## src/rtl/hf14a_tag_rx_decoder.sv

```systemverilog
// ISO14443-A tag-to-reader Manchester frame decoder (SOF / data+parity / EOF).
// Optional collision flagging enabled by defining HF14A_COLLISION_DETECT_EN.
module hf14a_tag_rx_decoder #(
  parameter int SAMPLES_PER_HALF = 4,
  parameter int MOD_THRESH       = 3
) (
  input  logic       ck_1356meg,
  input  logic       rst,
  input  logic       enable,
  input  logic       sample_stb,
  input  logic       curbit,
  output logic [7:0] byte_data,
  output logic       byte_parity,
  output logic [3:0] byte_bits,
  output logic       byte_valid,
  output logic       parity_err,
  output logic       coll_err,
  output logic       frame_active,
  output logic       frame_end
);

  localparam int CW = $clog2(SAMPLES_PER_HALF + 1);
  localparam logic [CW-1:0] LAST = CW'(SAMPLES_PER_HALF - 1);
  localparam logic [CW-1:0] THR  = CW'(MOD_THRESH);

`ifdef HF14A_COLLISION_DETECT_EN
  localparam logic COLL_EN = 1'b1;
`else
  localparam logic COLL_EN = 1'b0;
`endif

  localparam logic [1:0] S_IDLE = 2'd0;
  localparam logic [1:0] S_SOF  = 2'd1;
  localparam logic [1:0] S_DATA = 2'd2;

  logic [1:0]    state;
  logic [CW-1:0] samp_cnt;
  logic [CW-1:0] ones;
  logic          half_sel;
  logic          first_m;
  logic [7:0]    shreg;
  logic [3:0]    bit_cnt;

  logic [CW-1:0] ones_next;
  logic          half_done;
  logic          half_m;
  logic          sym_done;
  logic          sof_accept;

  always_comb begin
    ones_next  = ones + CW'(curbit);
    half_done  = sample_stb && (state != S_IDLE) && (samp_cnt == LAST);
    half_m     = (ones_next >= THR);
    sym_done   = half_done && half_sel;
    sof_accept = first_m && (!half_m || COLL_EN);
  end

  always_ff @(negedge ck_1356meg or posedge rst) begin
    if (rst) begin
      state        <= S_IDLE;
      samp_cnt     <= '0;
      ones         <= '0;
      half_sel     <= 1'b0;
      first_m      <= 1'b0;
      shreg        <= '0;
      bit_cnt      <= '0;
      byte_data    <= '0;
      byte_parity  <= 1'b0;
      byte_bits    <= '0;
      byte_valid   <= 1'b0;
      parity_err   <= 1'b0;
      frame_active <= 1'b0;
      frame_end    <= 1'b0;
    end else begin
      byte_valid <= 1'b0;
      frame_end  <= 1'b0;
      if (!enable) begin
        state        <= S_IDLE;
        frame_active <= 1'b0;
        samp_cnt     <= '0;
        ones         <= '0;
        half_sel     <= 1'b0;
        first_m      <= 1'b0;
        shreg        <= '0;
        bit_cnt      <= '0;
      end else if (sample_stb) begin
        if (state == S_IDLE) begin
          if (curbit) begin
            state <= S_SOF;
            // The triggering sample already counts toward the first SOF half
            if (SAMPLES_PER_HALF == 1) begin
              samp_cnt <= '0;
              ones     <= '0;
              half_sel <= 1'b1;
              first_m  <= 1'b1;
            end else begin
              samp_cnt <= CW'(1);
              ones     <= CW'(1);
              half_sel <= 1'b0;
            end
          end
        end else if (!half_done) begin
          samp_cnt <= samp_cnt + CW'(1);
          ones     <= ones_next;
        end else begin
          samp_cnt <= '0;
          ones     <= '0;
          if (!half_sel) begin
            half_sel <= 1'b1;
            first_m  <= half_m;
          end else begin
            half_sel <= 1'b0;
            if (state == S_SOF) begin
              if (sof_accept) begin
                state        <= S_DATA;
                frame_active <= 1'b1;
                bit_cnt      <= '0;
                shreg        <= '0;
              end else begin
                state <= S_IDLE;
              end
            end else if (!first_m && !half_m) begin
              if (bit_cnt != 4'd0) begin
                byte_data   <= shreg;
                byte_parity <= 1'b0;
                byte_bits   <= bit_cnt;
                parity_err  <= (bit_cnt == 4'd8);
                byte_valid  <= 1'b1;
              end
              frame_end    <= 1'b1;
              frame_active <= 1'b0;
              state        <= S_IDLE;
              bit_cnt      <= '0;
              shreg        <= '0;
            end else if (bit_cnt == 4'd8) begin
              // (M,U) and (M,M) both decode as 1, so the bit is the first half
              byte_data   <= shreg;
              byte_parity <= first_m;
              byte_bits   <= 4'd8;
              parity_err  <= ~(^shreg ^ first_m);
              byte_valid  <= 1'b1;
              bit_cnt     <= '0;
              shreg       <= '0;
            end else begin
              shreg[bit_cnt[2:0]] <= first_m;
              bit_cnt             <= bit_cnt + 4'd1;
            end
          end
        end
      end
    end
  end

`ifdef HF14A_COLLISION_DETECT_EN
  always_ff @(negedge ck_1356meg or posedge rst) begin
    if (rst) begin
      coll_err <= 1'b0;
    end else if (enable && sym_done) begin
      if (state == S_SOF) begin
        if (sof_accept)
          coll_err <= half_m;
      end else if (first_m && half_m) begin
        coll_err <= 1'b1;
      end
    end
  end
`else
  assign coll_err = 1'b0;
`endif

endmodule

```

## config.mk

```make
export PLATFORM = sky130hd
export DESIGN_NAME = hf14a_tag_rx_decoder
export DESIGN_NICKNAME = d
export VERILOG_FILES = /design/src/rtl/hf14a_tag_rx_decoder.sv
export SDC_FILE = /design/constraint.sdc
export NUM_CORES = 1
export LEC_CHECK = 0
export BUFFER_PORTS_ARGS = -buffer_cell sky130_fd_sc_hd__clkbuf_2
export CAP_MARGIN = 15
export CORE_UTILIZATION = 55
export DETAILED_ROUTE_END_ITERATION = 16
export PLACE_DENSITY = 0.86
export SYNTH_ARGS = -nofsm -noshare
export SYNTH_HDL_FRONTEND = slang
export SYNTH_SLANG_ARGS = --single-unit
```

## constraint.sdc

```tcl
create_clock -name ck_1356meg -period 2.6 [get_ports ck_1356meg]
set_input_delay 0.39 -clock ck_1356meg [delete_from_list [all_inputs] [get_ports ck_1356meg]]
set_output_delay 0.39 -clock ck_1356meg [all_outputs]
set_load 0.005 [all_outputs]
```

======== Word level (Yosys, flattened, before mapping) ========
Cells that the tools add are included.
cells by class
  add/sub/neg operators ................... 3
  order comparisons ....................... 3
  eq/ne operators ......................... 15
  mux-type cells .......................... 86
  bitwise logic cells ..................... 4
  reductions and logical operators ........ 19
operator list
  operator                                                    number
  2-to-1 mux 8 bit                                            12
  2-to-1 mux 4 bit                                            12
  2-to-1 mux 1 bit                                            42
  2-to-1 mux 3 bit                                            9
  2-to-1 mux 2 bit                                            9
  AND reduction 5 bit                                         2
  != test 3 x 1 -> 1 bit, second input constant               3
  bitwise mux 8 bit                                           1
  != test 2 x 1 -> 1 bit, second input constant               4
  AND reduction 8 bit                                         1
  XOR reduction 8 bit                                         1
  != test 3 bit, second input constant                        2
  AND reduction 6 bit                                         1
  logical AND 1 bit                                           5
  adder 4 x 1 -> 4 bit, second input constant                 1
  equality test 4 bit, second input constant                  1
  less-than comparator 3 x 4 -> 1 bit, second input constant  1
  != test 2 bit, second input constant                        2
  != test 4 x 1 -> 1 bit, second input constant               1
  AND reduction 4 bit                                         1
  nonzero test 2 bit                                          2
  nonzero test 4 bit                                          1
  adder 3 x 1 -> 3 bit                                        1
  adder 3 x 1 -> 3 bit, second input constant                 1
  other kinds (11)                                            14
storage, ports and cells
  register bits ........................... 39

======== Depth between registers and ports, before layout ========
Gate-level depths: netlist (run 1).
  word-level depth ........................ 13
  depth in mapped cells ................... 10
  gate-level depth less buffers ........... 7

==> impl_results.md, run 1 <==
- Outcome: finished with violations
- Failing checks: negative setup slack
- Crit Path Max Fanout: 5
- Synth-to-Final Area Change: 34.6%
- CP Data Arrival Time: between 1.5 and 2 ns
- Main flop type after synthesis: dfrtn_1
- DIE HEIGHT: ~65 um
- Maximum VDD drop: roughly 0.35 mV
- Largest stage delay, worst path: ~0.34 ns
- Startpoint Class: primary input
- Hold Crit Class: reg2reg
- Core Box Area: 3720 um2
- Hold buffers post-CTS: 0
- Power Total: between 1 and 1.5 mW
- Slew @ Worst Pin: about 0.55 ns
- Top-area cell type share of the netlist area: about 45%
- Final setup vio count: 32
- Layout cells sized above 1: a little over two fifths
- Delay-heaviest family, CP: simple AND/OR/NAND/NOR gates
- Synth Register Bits: 39
- DR WL/cell: slightly below 20 um
- Warnings, synthesis: 0
- Hold slack: between 0.4 and 0.5 ns
- Cell area after synthesis: between 2000 and 2500 um2
- Hold Vio Cnt, Final: 0
- Initial antenna violation count: 0
- Syn avg cell area: roughly 10 um2
- Setup WS post-layout: -0.470 ns
- Worst EP required: around 1.5 ns
- R2R depth: 7
- Clk pin slew, worst setup/hold paths: approximately 0.060 ns
- EDFF count, synth: 0
- Die area: approximately 4200 um2
- Worst setup path start: curbit
- Die width: ~65 um
- Via density: between 6 and 7
- Number of port buffers: 21
- Starting Density: 57.9%
- Sequential area share after synthesis: between 40 and 50%
- Placed Instance Area: between 2000 and 3000 um2
- # rows: 22
- Max-Cap Viols: 0
- Drc violations: 0
- Ys async rst share: 100%
- Critical Path Sink: byte_data[4]
- Total number of vias: between 1500 and 2000
- Final max-slew violation count: 0
- Power Density: approximately 440 nW/um2
- WP buf/inv: 2
- CTS Sinks: 39
- Mapped Nets: 219
- Final TNS setup: -11.78 ns
- Worst Setup End Kind: flop
- Fin nets: 270
- Worst-Skew Late Latency: 0.30 ns
- DRT Pass-1 Iters: 4
- R2R Path End: shreg[0]
- Vias in the first global route: approximately 1900
- Leak Pwr: between 1 and 1.5 nW
- Relative slew slack: between 60% and 70%
- CTS tree: built
- Mapped Cells: between 200 and 250
- Hold-critical path depth: 2
- First-pass GRT wire length: between 8000 and 9000 um
- Critical path's slowest cell: mux2_4
- CTS max path bufs: 2
- Number of distinct library cells after synthesis: 54
- Pin count of the biggest net entering global routing: 40
- Clock skew: between 0.007 and 0.008 ns
- Total CTS buffers: 5
- RSZ-0062 raised after global routing: yes
- Finished Cell Area: just under 3000 um2
- Iteration-0 DRC Markers: between 150 and 200
- Io pins: 23
- Grt ovf: 0
- Root Driver: clkbuf_8
- Global router's overall resource usage: about 29%
- Top post-synthesis cells by area: dfrtn_1 (45%), mux2_4 (4.2%), nand2_1 (4.2%)
- Placer Congestion: 0.814
- N_diodes: 0
- Stages on worst setup path: 8
- Synth area leader: dfrtn_1
- Crit path top cell by count: ha_4
- DP HPWL: ~3300 um
- Max H-tree Level: 2
- R2R setup slack: between 0.4 and 0.5 ns
- Final WL: about 6000 um
- ANT nets after route: 0
- Reg2reg start: bit_cnt[0]
- Cell chain of the critical path: buf_8, ha_4, ha_4, and2_4, nor3_4, buf_6, a31oi_4, mux2_4
- Crit Path Category: in2reg
## how the worst min path moves through the flow
| stage | slack (ns) | to | startpoint |
|---|---|---|---|
| 3_3_place_gp | 0.43 | samp_cnt[1] | samp_cnt[1] |
| 2_1_floorplan | 0.41 | samp_cnt[1] | samp_cnt[1] |
| 4_1_cts | 0.44 | samp_cnt[1] | samp_cnt[1] |
| 5_1_grt | 0.47 | samp_cnt[1] | samp_cnt[1] |
| 6_report | 0.44 | samp_cnt[1] | samp_cnt[1] |
| 3_5_place_dp | 0.44 | samp_cnt[1] | samp_cnt[1] |
## per-layer routing
| metal | up-vias | GRT usage (%) | wire length (um) |
|---|---|---|---|
| met5 | - | 0 | 0 |
| met3 | 35 | 7.57 | 312 |
| met2 | 90 | 47.5 | 3090 |
| met4 | 0 | 19.7 | 391 |
| met1 | 946 | 31.6 | 2250 |
| li1 | 845 | - | - |
## worst reg2reg max path, stage by stage (launching register included)
cell and delay [ns]:
dfrtn_1 0.36, inv_1 0.14, ha_1 0.26, nand2b_4 0.13
or2_0 0.32, buf_4 0.21, and4b_1 0.25, a221o_1 0.34
## stage by stage
stage | util [%] | instances | setup slack, ns
3_3_place_gp | 67.5 | 290 | -0.823
2_1_floorplan | - | 209 | -0.615
5_1_grt | 78.0 | 309 | -0.508
4_1_cts | 74.4 | 304 | -0.446
6_report | 78.0 | 309 | -0.470
3_5_place_dp | 67.5 | 290 | -0.895
## Yosys cell counts, types with 2 or more instances
cell type / count
mux2_4: 6
buf_4: 2
ha_1: 5
nor3_2: 2
xnor2_1: 6
buf_6: 3
nand3_1: 8
a32oi_1: 4
mux2i_1: 5
a21oi_2: 2
dfrtn_1: 39
o21ai_0: 13
buf_2: 3
o311ai_2: 2
nor2_1: 12
a21oi_1: 9
a221o_1: 3
and2_1: 4
nand2b_1: 2
nand2_1: 24
xor2_1: 2
nor3_1: 4
clkbuf_1: 3
inv_1: 11
mux2_2: 3
o311a_1: 3
and3_1: 2
## cell families after synthesis
logic type	share of synthesized area, %
compound gates	16.7
xor+xnor	3.25
fa+ha+maj	2.91
buf+inv	5.75
flops	45.3
mux	8.08
other cells	0.174
simple gates	17.8
## repair_timing
item,in CTS,in global routing
setup endpoints to repair,32,34
gates cloned,1,0
pin swaps,13,13
endpoints found under the hold margin,0,0
buffers inserted,5,5
resized for setup,21,27
## where the power goes
| part | switching, mW | total, mW | internal, mW |
|---|---|---|---|
| Combinational | 0.0713 | 0.131 | 0.0598 |
| Clock | 0.224 | 0.510 | 0.286 |
| Sequential | 0.00615 | 0.620 | 0.614 |
## cells in the final DEF, fill, tap and decap left out, types with 3 or more instances in the layout
master / n
o21ai_2: 4
o21ai_0: 6
nand3_1: 5
ha_1: 3
xnor2_1: 6
nand2_1: 17
dfrtn_1: 39
nand2_2: 5
clkbuf_2: 20
a32oi_1: 4
o21ai_1: 4
buf_6: 11
o311a_1: 3
mux2i_1: 5
a221o_1: 3
nand3_2: 3
mux2_4: 9
nor3_1: 3
inv_1: 11
a21oi_2: 4
nor2_1: 12
a21oi_1: 5
buf_4: 20
clkbuf_8: 5
## flip-flops by register name (all words and copies together), names as in the netlist
register and cells:
byte_data 8, parity_err 1, bit_cnt 4, ones 3, shreg 8, state 2, first_m 1, byte_parity 1
frame_end 1, byte_valid 1, samp_cnt 3, frame_active 1, byte_bits 4, half_sel 1
## cell type report
type,instances,area [um2]
Inverter,13,48.8
Timing Repair Buffer,54,429
Clock buffer,5,68.8
Fill cell,207,818
Tap cell,48,60.1
Clock inverter,3,43.8
Sequential cell,39,976
Multi-Input combinational cell,147,1270
No activity file was read; power rests on OpenSTA's default activity.
==> run 2: changes to the inputs <==
CORE_UTILIZATION = 50   (was 55)
PLACE_DENSITY = 0.81   (was 0.86)
==> impl_results.md, run 2 (synthesis gave the netlist of run 1 again) <==
- Outcome: finished with violations
- Failing checks: negative setup slack
- Regs by FF count: byte_data x8, shreg x8
- Hold slack: around 0.43 ns
- Clk network pwr share: 35.4%
- Commonest non-fill, non-tap cell in the layout: dfrtn_1
- Filler-free cell count of the finished design: about 310
- Number of port buffers: 21
- Power Density: 401 nW/um2
- Via density: roughly 5.6
- Layout cells sized above 1: 42.4%
- Switch share: 25.8%
- Leak Pwr: ~1.4 nW
- Initial antenna violation count: 0
- Startpoint Class: primary input
- Total number of vias: between 1500 and 2000
- Placed Instance Area: between 2000 and 3000 um2
- # rows: 23
- DP HPWL: roughly 3300 um
- Starting Density: a little over half
- Pin count of the biggest net entering global routing: 40
- Final TNS setup: -12.10 ns
- Global router's overall resource usage: between 20% and 30%
- Gate power share: between 10% and 20%
- Worst-Skew Late Latency: roughly 0.3 ns
- Crit Path Max Fanout: 8
- Maximum VDD drop: ~0.31 mV
- Final setup vio count: 33
- Die width: approximately 68 um
- RSZ-0062 raised after global routing: yes
- Io pins: 23
- Placer Congestion: a little under 0.9
- Grt ovf: 0
- Net switching power: between 0.2 and 0.3 mW
- Clk pin slew, worst setup/hold paths: about 0.05 ns
- Fin nets: approximately 270
- Seq pwr share: between 50% and 60%
- Crit Path Category: in2reg
- Drc violations: 0
- DRT Pass-1 Iters: 4
- Relative slew slack: about 66%
- Max-Cap Viols: 0
- Total CTS buffers: 5
- Vias in the first global route: roughly 1700
- Slew @ Worst Pin: just over 0.5 ns
- Reg2reg start: ones[0]
- Final max-slew violation count: 0
- Hold Crit Class: reg2reg
- N_diodes: 0
- Final WL: about 5000 um
- Worst Setup End Kind: flop
- CTS Sinks: 39
- Synth-to-Final Area Change: 34.2%
- P_int: 0.859 mW
- DR WL/cell: 16.0 um
- Finished Cell Area: roughly 2900 um2
- Fillers: 268
- Worst EP required: 1.45 ns
- Placed cells: ~300
- Worst setup path start: curbit
- Root Driver: clkbuf_8
- Most frequent cells in the layout: dfrtn_1 (39), buf_4 (22), clkbuf_2 (20)
- Iteration-0 DRC Markers: 142
- Max H-tree Level: 2
- Die area: 4570 um2
- Core Box Area: about 4100 um2
- Hold Vio Cnt, Final: 0
- Clock skew: between 0.005 and 0.006 ns
- First-pass GRT wire length: 8170 um
- Worst hold start: samp_cnt[1]
- CTS max path bufs: 2
- ANT nets after route: 0
- CTS tree: built
- Setup WS post-layout: -0.489 ns
- DIE HEIGHT: around 68 um
- CP Data Arrival Time: 1.94 ns
-- run 2: cell count changes in the layout (fill, tap and decap cells not counted), moves of 2 or more --
cell | before | now
clkinvlp_4 | 0 | 2
nor3_2 | 1 | 3
buf_4 | 20 | 22
nor3_4 | 2 | 0
nand3_2 | 3 | 1
-- run 2: per-layer routing --
metal / vias to the layer above / share of wire (%) / track usage (%)
li1: 848 / - / -
met1: 859 / 44 / 30.7
met2: 46 / 50 / 40.2
met3: 10 / 3.6 / 5.24
met4: 0 / 2.3 / 10.6
met5: - / 0 / 0
-- run 2: what timing repair did --
item / in CTS / in global routing
buffers inserted: 7 / 4
gates resized for setup: 28 / 21
pin swaps: 17 / 17
cloned: 1 / 0
setup endpoints to repair: 32 / 38
hold buffers: 0 / 0
-- run 2: worst max-delay path, cell delays in order --
cell      delay (ns)
buf_8           0.10
ha_4            0.15
ha_4            0.17
xor2_4          0.15
buf_6           0.14
o311ai_4        0.32
nor2b_4         0.12
o311a_1         0.14
a221o_1         0.25
-- run 2: cell type report --
cell class | instances | area, um2 | area share [%]
Multi-Input combinational cell | 147 | 1250 | 43.4
Sequential cell | 39 | 976 | 33.8
Timing Repair Buffer | 57 | 459 | 15.9
Clock buffer | 5 | 68.8 | 2.38
Tap cell | 50 | 62.6 | 2.16
Inverter | 13 | 48.8 | 1.69
Clock inverter | 3 | 20.0 | 0.693
-- run 2: power groups by stage --
| stage | clock network, mW | logic (mW) | registers, mW |
|---|---|---|---|
| finish | 0.410 | 0.127 | 0.621 |
| global route | 0.447 | 0.139 | 0.621 |
| CTS | 0.420 | 0.120 | 0.621 |
| detailed placement | 0 | 0.102 | 0.632 |
| global placement | 0 | 0.0989 | 0.631 |
| floorplan | 0 | 0.0641 | 0.630 |
-- run 2: metrics by stage --
step / util (%) / total power [mW] / setup slack [ns]
6_report: 71.2 / 1.16 / -0.489
5_1_grt: 71.2 / 1.21 / -0.523
4_1_cts: 69.6 / 1.16 / -0.497
3_5_place_dp: 62.8 / 0.734 / -0.951
3_3_place_gp: 62.8 / 0.730 / -0.884
2_1_floorplan: - / 0.694 / -0.615
-- run 2: path summary, 6_finish.rpt --
| path | endpoint | slack, ns | cells after the start |
|---|---|---|---|
| worst max-delay path | shreg[2] | -0.49 | 9 |
| worst min-delay path | samp_cnt[1] | 0.43 | 2 |
| worst max register to register | shreg[1] | 0.54 | 7 |
| worst min register to register | samp_cnt[1] | 0.43 | 2 |
| max in group asynchronous | samp_cnt[2] | 1.07 | 3 |
| min in group asynchronous | byte_bits[2] | 1.30 | 3 |
